### src/rtl/risc_v_fetch.sv
// risc_v_fetch -- instruction fetch stage feeding the control/decode unit.
//
// Holds the PC, fetches one word per instruction over a req/ack memory port
// and presents it, with its PC and pre-split fields, to decode over valid/ready.
// Branch/jump resolution can redirect the PC at any time after reset.
//
// Ports
//   clk, rst        clock; synchronous active-high reset
//   imem_req/addr   fetch request and word-aligned address
//   imem_ack/rdata  memory response (data valid in the ack cycle)
//   redirect_*      new PC from branch/jump resolution (bits [1:0] ignored)
//   instr_valid     instr/pc_out/fields valid for decode
//   instr_ready     decode consumes the instruction this cycle
//   instr, pc_out   instruction word and its PC
//   opcode..funct7  fields wired straight from the instr register
//   fetch_count     instructions accepted by decode (wraps)
module risc_v_fetch #(
  parameter int                     WORD_LENGTH = 32,
  parameter logic [WORD_LENGTH-1:0] RESET_PC    = '0,
  parameter logic [WORD_LENGTH-1:0] NOP_INSTR   = WORD_LENGTH'(32'h13)
) (
  input  logic                   clk,
  input  logic                   rst,
  output logic                   imem_req,
  output logic [WORD_LENGTH-1:0] imem_addr,
  input  logic                   imem_ack,
  input  logic [WORD_LENGTH-1:0] imem_rdata,
  input  logic                   redirect_valid,
  input  logic [WORD_LENGTH-1:0] redirect_pc,
  output logic                   instr_valid,
  input  logic                   instr_ready,
  output logic [WORD_LENGTH-1:0] instr,
  output logic [WORD_LENGTH-1:0] pc_out,
  output logic [6:0]             opcode,
  output logic [4:0]             rd,
  output logic [2:0]             funct3,
  output logic [4:0]             rs1,
  output logic [4:0]             rs2,
  output logic                   funct7,
  output logic [31:0]            fetch_count
);

  typedef enum logic [1:0] {IDLE, REQ, VALID, DRAIN} state_t;

  state_t                 state, state_n;
  logic [WORD_LENGTH-1:0] pc, pc_n;
  logic [WORD_LENGTH-1:0] drain_addr, drain_addr_n;
  logic [WORD_LENGTH-1:0] instr_n, pc_out_n;
  logic                   instr_valid_n;
  logic [31:0]            fetch_count_n;
  logic [WORD_LENGTH-1:0] redir_pc;

  assign redir_pc = {redirect_pc[WORD_LENGTH-1:2], 2'b00};

  // A request that was already issued must complete on the bus before the
  // redirected PC can be fetched, so DRAIN keeps presenting the old address.
  assign imem_req  = (state == REQ) || (state == DRAIN);
  assign imem_addr = (state == DRAIN) ? drain_addr : pc;

  assign opcode = instr[6:0];
  assign rd     = instr[11:7];
  assign funct3 = instr[14:12];
  assign rs1    = instr[19:15];
  assign rs2    = instr[24:20];
  assign funct7 = instr[30];

  always_ff @(posedge clk) begin
    if (rst) begin
      state       <= IDLE;
      pc          <= RESET_PC;
      drain_addr  <= RESET_PC;
      instr       <= NOP_INSTR;
      pc_out      <= RESET_PC;
      instr_valid <= 1'b0;
      fetch_count <= '0;
    end else begin
      state       <= state_n;
      pc          <= pc_n;
      drain_addr  <= drain_addr_n;
      instr       <= instr_n;
      pc_out      <= pc_out_n;
      instr_valid <= instr_valid_n;
      fetch_count <= fetch_count_n;
    end
  end

  always_comb begin
    state_n       = state;
    pc_n          = pc;
    drain_addr_n  = drain_addr;
    instr_n       = instr;
    pc_out_n      = pc_out;
    instr_valid_n = instr_valid;
    fetch_count_n = fetch_count;
    case (state)
      IDLE: state_n = REQ;
      REQ: begin
        if (redirect_valid) begin
          pc_n = redir_pc;
          // With ack the stale word is simply dropped; without it the
          // outstanding request still has to be drained.
          if (!imem_ack) begin
            drain_addr_n = pc;
            state_n      = DRAIN;
          end
        end else if (imem_ack) begin
          instr_n       = imem_rdata;
          pc_out_n      = pc;
          pc_n          = pc + WORD_LENGTH'(4);
          instr_valid_n = 1'b1;
          state_n       = VALID;
        end
      end
      VALID: begin
        if (redirect_valid) begin
          // Squash: the held instruction is on the wrong path, not consumed.
          pc_n          = redir_pc;
          instr_valid_n = 1'b0;
          instr_n       = NOP_INSTR;
          state_n       = REQ;
        end else if (instr_ready) begin
          instr_valid_n = 1'b0;
          instr_n       = NOP_INSTR;
          fetch_count_n = fetch_count + 32'd1;
          state_n       = REQ;
        end
      end
      DRAIN: begin
        if (redirect_valid) pc_n = redir_pc;
        else if (imem_ack)  state_n = REQ;
      end
      default: state_n = IDLE;
    endcase
  end

endmodule

### config.mk
export PLATFORM = sky130hd
export DESIGN_NAME = risc_v_fetch
export DESIGN_NICKNAME = d
export VERILOG_FILES = /design/src/rtl/risc_v_fetch.sv
export SDC_FILE = /design/constraint.sdc
export NUM_CORES = 1
export LEC_CHECK = 0
export ABC_CLOCK_PERIOD_IN_PS = 3200
export CORE_UTILIZATION = 51
export DETAILED_ROUTE_END_ITERATION = 7
export GPL_TIMING_DRIVEN = 1
export HOLD_SLACK_MARGIN = 0.08
export PLACE_DENSITY = 0.85
export SYNTH_ARGS = -nofsm -noshare
export SYNTH_HDL_FRONTEND = slang
export SYNTH_SLANG_ARGS = --single-unit
### constraint.sdc
create_clock -name clk -period 3.2 [get_ports clk]
set_input_delay 0.32 -clock clk [delete_from_list [all_inputs] [get_ports clk]]
set_output_delay 0.32 -clock clk [all_outputs]
set_load 0.01 [all_outputs]
==> flow_metrics.tcl <==
set metrics [dict create \
    synth_enable_flop_cells 0 \
    status "finished, final reports clean" \
    insertion_delay_ps 430 \
    track_usage 0.2929 \
    multiInputGateArea_um2 3701 \
    rsz0062_at_grt "false" \
    finish.instance_area_um2 10100 \
    die-height_um 122.6 \
    sw_frac_of_total 0.2427 \
    setup-violations-final 0 \
    die-width_um 122.6 \
    leakage_nw 3.417 \
    antenna_cells_inserted 0 \
    least_setup_slack_across_all_paths_after_layout_ps 716.7 \
    vias_per_cell 5.751 \
    achievable-frequency_mhz 402.7 \
    cts_max_path_buffers 2 \
    layout.cells.non_filler 1276 \
    pwr-share-seq 0.440 \
    post-route-util 0.7191 \
    setup_tns_ps 0 \
    power.clock.fraction 0.438 \
    drt_wl_total_um 21790 \
    pwr-share-comb 0.122 \
    cap_viol_max_count 0 \
    crit_arrival_ps 2160 \
    hold_path.class "in2reg" \
    cts_repair_resizes 0 \
    timing.clock.skew_ps 4.044 \
    synth_ff_type "sky130_fd_sc_hd__dfxtp_1" \
    floorplan.rows 43 \
    ctsHoldBuffers 0 \
    clk_pin_slew_worst_paths_ps 60 \
    numCtsBuffers 17 \
    report.power.total_mw 4.785 \
    tritoncts_clock_tree "done" \
    drt_first_pass_iters 5 \
    dr.first_iter.drc_count 799 \
    drc_errors 0 \
    slew_violations 0 \
    path_max_fanout 18 \
    post_route_cells_drive_above_1_share 0.08942 \
    yosys-top-cells-area "sky130_fd_sc_hd__dfxtp_1 42%, sky130_fd_sc_hd__nand2_1 8.0%, sky130_fd_sc_hd__a21oi_1 6.0%" \
    clock_tree.htree_level_count 4 \
    intPower_mw 3.623 \
    top_level_ports 225 \
    placedCellCount 1244 \
    synth_cell_type_count 61 \
    overflow 0 \
    postRouteAntennaNets 0 \
    wl_per_cell_um 17.07 \
    post-cts-setup-buffers 0 \
    cp_data_required_time_ps 2880 \
    critical_path.endpoint_type "output pin" \
    layout_worst_path_cycle_share 0.7760 \
    clock_tree.root_cell "sky130_fd_sc_hd__clkbuf_16" \
    netlist.area_leader.share 0.4238 \
    hold_ws_ps 400.1 \
    layout.area.seq_um2 3143 \
    path_class "reg2out" \
    hold_viol 0 \
    period_minus_slack_ps 2483 \
    syn-cell-area_um2 7416 \
    number_of_global_route_vias_before_repair 6751 \
    effective_utilization_at_floorplan 0.5281 \
    syn_inst 930 \
    global_route_wire_length_before_repair_um 34330 \
    net-switching-power_mw 1.161 \
    vdd.ir_drop.worst_mv 0.3551 \
    clock-sinks 157 \
    synth.yosys.seq_area_share 0.4238 \
    core-area_um2 14040 \
    area_delta_synth_final_pct 36.16 \
    tightestPinTransition_ps 800.1 \
    dpl-instance-area_um2 9478 \
    gp_routability_congestion 0.8807 \
    buffer_ports.inserted 218 \
    power_density_nw_per_um2 473.9 \
    synthesis.area_per_instance_um2 7.974 \
    maxSlewHeadroom 0.4666 \
    fin_nets 1154 \
    critPathLaunchType "register" \
    synthesis.yosys.warnings 0 \
    dp_hpwl_um 14650 \
    ys_ff_latch 157 \
    synth_top_cell_by_area "sky130_fd_sc_hd__dfxtp_1" \
    grt_start_max_net_pins 62 \
    final.fill_count 1051 \
    antenna_found_initial 0 \
    routed-via-count 7338 \
    dieArea_um2 15030 \
    share_of_flip_flops_with_an_asynchronous_set_or_reset 0 \
    detailedPlace.worstSlack_ps 517.5 \
]
==> flip-flops by register name (all words and copies together), names as in the netlist <==
name,count
fetch_count,32
instr,32
drain_addr,30
pc,30
pc_out,30
state,2
instr_valid,1
==> routing by layer <==
| layer | vias to the layer above | global-route usage | share of wire |
|---|---|---|---|
| li1 | 3516 | - | - |
| met1 | 3385 | 0.3623 | 0.40 |
| met2 | 389 | 0.4775 | 0.47 |
| met3 | 48 | 0.08597 | 0.098 |
| met4 | 0 | 0.1143 | 0.025 |
| met5 | - | 0 | 0 |
==> area by class of cell <==
cell class,count,share of cell area
flip-flops and latches,157,0.3113
well taps,180,0.02230
clock buffers,28,0.05415
repair buffers,240,0.2322
inverters,17,0.006320
clock inverters,4,0.007187
multi-input cells,650,0.3665
==> power by group through the flow <==
stage / combinational [mW] / sequential, mW / clock (mW)
after global routing: 0.632 / 2.11 / 2.20
after CTS: 0.583 / 2.10 / 2.11
final: 0.585 / 2.11 / 2.09
after global placement: 0.570 / 2.14 / 0
after detailed placement: 0.576 / 2.14 / 0
after floorplan: 0.344 / 2.10 / 0
==> synth_stat cells (3+ instances only) <==
cell type / number
sky130_fd_sc_hd__nor4_1: 9
sky130_fd_sc_hd__inv_1: 17
sky130_fd_sc_hd__nand2_1: 159
sky130_fd_sc_hd__buf_1: 4
sky130_fd_sc_hd__buf_4: 32
sky130_fd_sc_hd__o31ai_1: 4
sky130_fd_sc_hd__a31oi_1: 7
sky130_fd_sc_hd__clkbuf_1: 68
sky130_fd_sc_hd__o21a_1: 4
sky130_fd_sc_hd__and4_1: 6
sky130_fd_sc_hd__a311oi_1: 3
sky130_fd_sc_hd__dfxtp_1: 157
sky130_fd_sc_hd__or4_1: 4
sky130_fd_sc_hd__xnor2_1: 20
sky130_fd_sc_hd__nand4_1: 20
sky130_fd_sc_hd__nor3_1: 21
sky130_fd_sc_hd__buf_2: 4
sky130_fd_sc_hd__o22ai_1: 10
sky130_fd_sc_hd__nor2_1: 89
sky130_fd_sc_hd__and2_1: 4
sky130_fd_sc_hd__a21boi_0: 3
sky130_fd_sc_hd__o21ai_0: 26
sky130_fd_sc_hd__mux2_2: 32
sky130_fd_sc_hd__nand3_1: 25
sky130_fd_sc_hd__nand2b_1: 9
sky130_fd_sc_hd__a32oi_1: 10
sky130_fd_sc_hd__a22oi_1: 32
sky130_fd_sc_hd__or3_1: 15
sky130_fd_sc_hd__a21oi_1: 89
sky130_fd_sc_hd__mux2i_1: 7
==> critical path: stages (launching register included) <==
cell	delay (ps)
sky130_fd_sc_hd__dfxtp_1	310
sky130_fd_sc_hd__buf_4	190
sky130_fd_sc_hd__nand2_1	90
sky130_fd_sc_hd__buf_4	270
sky130_fd_sc_hd__mux2_2	390
sky130_fd_sc_hd__clkdlybuf4s50_1	490
==> worst paths after layout <==
kind                  start         endpoint  slack [ps]  cells past startpoint
max                state[1]    imem_addr[12]         720                      5
min                     rst         instr[8]         400                      2
max reg2reg        state[0]  fetch_count[31]         810                      5
min reg2reg  drain_addr[31]   drain_addr[31]         450                      2
==> placed cells by master, fill, tap and decap left out, drive strengths merged, types with 2 or more instances in the layout <==
cell,instances
or2,2
nor2,89
or4,5
o41ai,2
or3,16
o32ai,2
nor4,10
nand3b,2
nand2,160
xor2,2
nand2b,9
a22oi,32
conb,4
o21a,4
dfxtp,157
a21oi,89
bufinv,2
ha,2
and3,2
clkbuf,28
a311oi,3
buf,23
and4,6
clkdlybuf4s50,217
a31oi,7
nor3,22
o31ai,4
xnor2,20
inv,17
a32oi,10
mux2,32
and2,4
o22ai,10
mux2i,7
nand3,27
nand4,20
o21ai,27
o211ai,2
a21boi,3
==> cells by family after synthesis <==
group | Yosys count | synth area share
simple gates | 378 | 0.2369
compound gates | 205 | 0.1706
flops | 157 | 0.4238
buf+inv | 126 | 0.08081
mux | 39 | 0.05804
xor+xnor | 22 | 0.02598
fa+ha+maj | 2 | 0.003374
other cells | 1 | 0.0005057
No activity file was read; power rests on OpenSTA's default activity.
==> RTL change 1: new RTL, config.mk and constraints unchanged <==
Put one more register stage on the output `fetch_count`, with the module's reset. The value now appears one clock later. The other outputs are not delayed to match.
--- a/src/rtl/risc_v_fetch.sv
+++ b/src/rtl/risc_v_fetch.sv
@@ -42,6 +42,8 @@
 
   typedef enum logic [1:0] {IDLE, REQ, VALID, DRAIN} state_t;
 
+  logic [31:0] fetch_count_s0;
+
   state_t                 state, state_n;
   logic [WORD_LENGTH-1:0] pc, pc_n;
   logic [WORD_LENGTH-1:0] drain_addr, drain_addr_n;
@@ -72,7 +74,7 @@
       instr       <= NOP_INSTR;
       pc_out      <= RESET_PC;
       instr_valid <= 1'b0;
-      fetch_count <= '0;
+      fetch_count_s0 <= '0;
     end else begin
       state       <= state_n;
       pc          <= pc_n;
@@ -80,7 +82,7 @@
       instr       <= instr_n;
       pc_out      <= pc_out_n;
       instr_valid <= instr_valid_n;
-      fetch_count <= fetch_count_n;
+      fetch_count_s0 <= fetch_count_n;
     end
   end
 
@@ -91,7 +93,7 @@
     instr_n       = instr;
     pc_out_n      = pc_out;
     instr_valid_n = instr_valid;
-    fetch_count_n = fetch_count;
+    fetch_count_n = fetch_count_s0;
     case (state)
       IDLE: state_n = REQ;
       REQ: begin
@@ -121,7 +123,7 @@
         end else if (instr_ready) begin
           instr_valid_n = 1'b0;
           instr_n       = NOP_INSTR;
-          fetch_count_n = fetch_count + 32'd1;
+          fetch_count_n = fetch_count_s0 + 32'd1;
           state_n       = REQ;
         end
       end
@@ -133,5 +135,13 @@
     endcase
   end
 
+  always_ff @(posedge clk) begin
+    if (rst) begin
+      fetch_count <= '0;
+    end else begin
+      fetch_count <= fetch_count_s0;
+    end
+  end
+
 endmodule
 
Formal check against the unedited RTL: not equivalent (a bounded check fails within 4 cycles, from zero or initial values and one cycle with rst high).
==> RTL change 1 against the original RTL <==
Total power grew 12%; count of clock-buffer cells in the layout is 11 lower; critical path depth shrank 1; cell area is 8.8% higher; first-iteration DRC count shrank 19%; routed wire length shrank 0.90%; hold slack better by 0.029 ns; global-route usage decreased by 3.3 points; sequential cell count is 32 higher; worst setup slack worse by 0.20 ns; area after synthesis up 11%; critical path type unchanged; critical endpoint is now imem_addr[17].
==> RTL change 1: results (changes against the original RTL) <==
CTS H-tree depth 4 (unchanged); Post-CTS Setup Inserts 0 (unchanged); Clock Latency Late Sink 0.44 ns; Placer Congestion 0.841 (was 0.881); XOR/XNOR Fraction of Synth Area 0.0181 (was 0.0260); Tot GR Track Use 0.260 (was 0.293); ys async rst share 0 (unchanged); CP max FO 30 (was 18); multiplexer share of the synthesized area 0.0643 (was 0.0580); Final nets 1,199 (was 1,154); top post-synthesis cells by area dfxtp_1 (46%), nand2_1 (7.6%), a21oi_1 (5.3%) (was dfxtp_1 (42%), nand2_1 (8.0%), a21oi_1 (6.0%)); met1 Track Usage GR 0.327 (was 0.362); Ant. Diodes 0 (unchanged); cts repair resizes 0 (unchanged); met3 Use GR 0.0665 (was 0.0860); I/O Buffers 218 (unchanged); Hold Path Class in2reg (unchanged); P_leak 3.90 nW (was 3.42 nW); DP HPWL 14,400 um (was 14,700 um); vias in the first global route 6,926 (was 6,751); Ys Warns 0 (unchanged); WL/cell 15.9 um (was 17.1 um); TritonRoute pass-1 iters 5 (unchanged); Root Buffer clkbuf_16 (unchanged); Worst-path clk slew 0.07 ns; CTS buffer count 17 (unchanged); Cell Count, Final, Fillers Out 1,357 (was 1,276); Distinct cells, synth 60 (was 61); Worst IR Drop VDD 0.366 mV (was 0.355 mV); placed insts 1,325 (was 1,244); Synth Area in Adders 0.00304 (was 0.00337); First DRT Iteration DRCs 645 (was 799); CP arrival 2.36 ns (was 2.16 ns); biggest regs fetch_count x32, fetch_count_s0 x32, instr x32 (was fetch_count x32, instr x32); fillers 1,248 (was 1,051); Setup Skew 0.00712 ns (was 0.00404 ns); slew at the pin closest to its max-slew limit 0.967 ns (was 0.800 ns); outcome finished clean (unchanged); Setup-failing EPs final 0 (unchanged); largest net degree at the start of global routing 137 (was 62); hold buffer count at cts 0 (unchanged); first-pass GRT wire length 33,900 um (was 34,300 um); deepest clock path buffer count 2 (unchanged); Top FF cell, synth dfxtp_1 (unchanged); sequential-to-total area share from yosys stat 0.459 (was 0.424); DR vias 7,455 (was 7,338); Synth Area in Compound Gates 0.155 (was 0.171); share of post-route cells with drive strength above 1 0.0859 (was 0.0894); Synth Area per Inst 8.47 um2 (was 7.97 um2); initial antenna violation count 0 (unchanged); met2 GRT Util 0.434 (was 0.478); commonest cells in the netlist dfxtp_1 (189), nand2_1 (166), nor2_1 (91) (was nand2_1 (159), dfxtp_1 (157), a21oi_1 (89), nor2_1 (89), clkbuf_1 (68))
## RTL change 1: changes by cell type after synthesis, sizes merged, moves of 7 or more
cell / change
xor2: +7
and3: +8
dfxtp: +32
mux2i: -7
inv: -8
nor2b: +33
nor3: -13
xnor2: -12
mux2: +15
clkbuf: -10
## RTL change 1: where the power goes
part           total (mW)  internal (mW)  leakage [nW]  switching [mW]
registers            2.49           2.41          1.53          0.0814
clock network        2.25           1.26         0.304           0.986
logic               0.619          0.312          2.06           0.307
total                5.36           3.98          3.90            1.37
## RTL change 1: cell type report
cell class | count | area, um2 | share of cell area
Clock inverter | 15 | 206 | 0.0188
Inverter | 9 | 33.8 | 0.00308
Multi-Input combinational cell | 674 | 3930 | 0.357
Sequential cell | 189 | 3780 | 0.344
Timing Repair Buffer | 237 | 2340 | 0.213
Tap cell | 216 | 270 | 0.0246
Clock buffer | 17 | 425 | 0.0387
## RTL change 1: path summary, 6_finish.rpt
check	from	to	slack, ns	cells after the start
worst min-delay path	rst	fetch_count[13]	0.43	2
worst min register to register	drain_addr[11]	drain_addr[11]	0.45	2
worst max register to register	state[1]	pc[22]	0.76	7
worst max-delay path	state[0]	imem_addr[17]	0.52	4
## RTL change 1: stage by stage
stage                util  hold slack (ns)  setup WS [ns]  area, um2
CTS                 0.694            0.454          0.508      11000
global route        0.694            0.470          0.393      11000
global placement    0.654            0.439          0.608      10400
floorplan               -            0.434           1.18       8250
finish              0.694            0.429          0.519      11000
detailed placement  0.654            0.444          0.455      10400
## RTL change 1: kinds of logic (layout without fill, tap and decap cells)
family                   after synthesis  after routing
AND/OR/NAND/NOR                      403            403
AO/OA/AOI/OAI                        201            201
flip-flops                           189            189
buffers and inverters                112            278
multiplexers                          47             47
XOR/XNOR                              17             17
adder cells (fa/ha/maj)                2              2
other                                  1              4
## RTL change 1: routing by layer
metal / vias up / share of wire
li1: 3654 / -
met1: 3513 / 0.43
met2: 263 / 0.48
met3: 25 / 0.066
met4: 0 / 0.016
met5: - / 0
## RTL change 1: critical path: stages, from the launching register on
cell             delay (ns)
dfxtp_1                0.48
nand2_1                0.14
buf_4                  0.40
mux2_2                 0.42
clkdlybuf4s50_1        0.48
==> RTL change 2: new RTL, same settings <==
Made on the original files. Change the parameter `WORD_LENGTH` from 32 to 64.
--- a/src/rtl/risc_v_fetch.sv
+++ b/src/rtl/risc_v_fetch.sv
@@ -15,7 +15,7 @@
 //   opcode..funct7  fields wired straight from the instr register
 //   fetch_count     instructions accepted by decode (wraps)
 module risc_v_fetch #(
-  parameter int                     WORD_LENGTH = 32,
+  parameter int                     WORD_LENGTH = 64,
   parameter logic [WORD_LENGTH-1:0] RESET_PC    = '0,
   parameter logic [WORD_LENGTH-1:0] NOP_INSTR   = WORD_LENGTH'(32'h13)
 ) (
Interface: changed (5 resized); port bits go from 225 to 385. The function was not compared with the original's and may differ.
==> RTL change 2 against the original RTL <==
Worst setup slack worse by 0.40 ns; area after synthesis is 82% higher; sequential cell count is 128 higher; critical path depth is 1 lower; routed wire length is 110% higher; cell area is 81% higher; clock power is 70% higher; total power is 79% higher; largest power group unchanged.
==> RTL change 2: results (changes against the original RTL) <==
outcome finished clean (unchanged); Final nets 2,076 (was 1,154); DP HPWL 30,800 um (was 14,700 um); Placer Congestion 0.929 (was 0.881); share of post-route cells with drive strength above 1 0.0957 (was 0.0894); met2 routed WL 22,000 um (was 10,300 um); vias per cell 6.05 (was 5.75); Clock Latency Late Sink 0.56 ns (was 0.43 ns); met1 Track Usage GR 0.378 (was 0.362); final worst path period need 2.89 ns (was 2.48 ns); CTS buffer count 31 (was 17); met2 GRT Util 0.538 (was 0.478); met3 routed WL 4140 um (was 2130 um); deepest clock path buffer count 3 (was 2); Switch Pwr 2.25 mW (was 1.16 mW); Distinct cells, synth 74 (was 61); CP max stage delay 0.60 ns (was 0.49 ns); Tot GR Track Use 0.317 (was 0.293); comb pwr 1.17 mW (was 585 uW); Setup Skew 0.0120 ns (was 0.00404 ns); Worst IR Drop VDD 0.418 mV (was 0.355 mV); top post-synthesis cells by area dfxtp_1 (42%), nand2_1 (9.2%), a21oi_1 (5.9%) (was dfxtp_1 (42%), nand2_1 (8.0%), a21oi_1 (6.0%)); largest net degree at the start of global routing 195 (was 62); vias in the first global route 12.9k (was 6,751); met3 Use GR 0.0645 (was 0.0860); commonest cells in the netlist nand2_1 (331), dfxtp_1 (285), a21oi_1 (158) (was nand2_1 (159), dfxtp_1 (157), a21oi_1 (89), nor2_1 (89), clkbuf_1 (68)); Clk pwr share 0.416 (was 0.438); I/O Buffers 378 (was 218); TritonRoute pass-1 iters 6 (was 5)
-- RTL change 2: changes by cell type after synthesis, sizes merged, moves of 24 or more --
cell    unedited run  this run
clkbuf            69       135
nand2            160       331
a21oi             89       158
dfxtp            157       285
nor2              89       137
a22oi             32        69
nand4             20        44
mux2              32        66
-- RTL change 2: final timing paths --
kind                                      from              to  slack (ns)
worst min register to register  drain_addr[25]  drain_addr[25]        0.45
worst max register to register          pc[40]          pc[51]        0.40
worst min-delay path                       rst          pc[36]        0.24
worst max-delay path                  state[0]    imem_addr[4]        0.31
-- RTL change 2: metrics by stage --
step	power, mW	setup slack [ns]	hold slack, ns	std cells	cell area (um2)
after floorplan	4.48	0.804	0.434	1677	13500
after global placement	5.02	0.425	0.439	2243	17200
after detailed placement	5.05	0.359	0.445	2243	17200
after CTS	8.57	0.0895	0.207	2300	18200
after global routing	8.81	0.198	0.226	2302	18200
final	8.54	0.314	0.240	2302	18200
-- RTL change 2: cell type report --
cell class              count  share of cell area
diodes                      2            0.000274
clock buffers              45              0.0498
clock inverters            12             0.00597
inverters                  10             0.00206
multi-input cells        1186               0.373
flip-flops and latches    285               0.313
well taps                 335              0.0230
repair buffers            427               0.233
-- RTL change 2: cells by family after synthesis --
kind of cell,after synthesis,synth area share
AND/OR/NAND/NOR,693,0.238
AO/OA/AOI/OAI,394,0.186
flip-flops,285,0.423
buffers and inverters,206,0.0774
multiplexers,69,0.0573
XOR/XNOR,24,0.0156
adder cells (fa/ha/maj),2,0.00186
other,1,0.000278
-- RTL change 2: critical path: cells and delay by family, from the launching register on --
kind | cells | cell delay (ns)
muxes | 1 | 0.23
DFF | 1 | 0.59
and+or+nand+nor | 1 | 0.31
buffers and inverters | 2 | 0.86
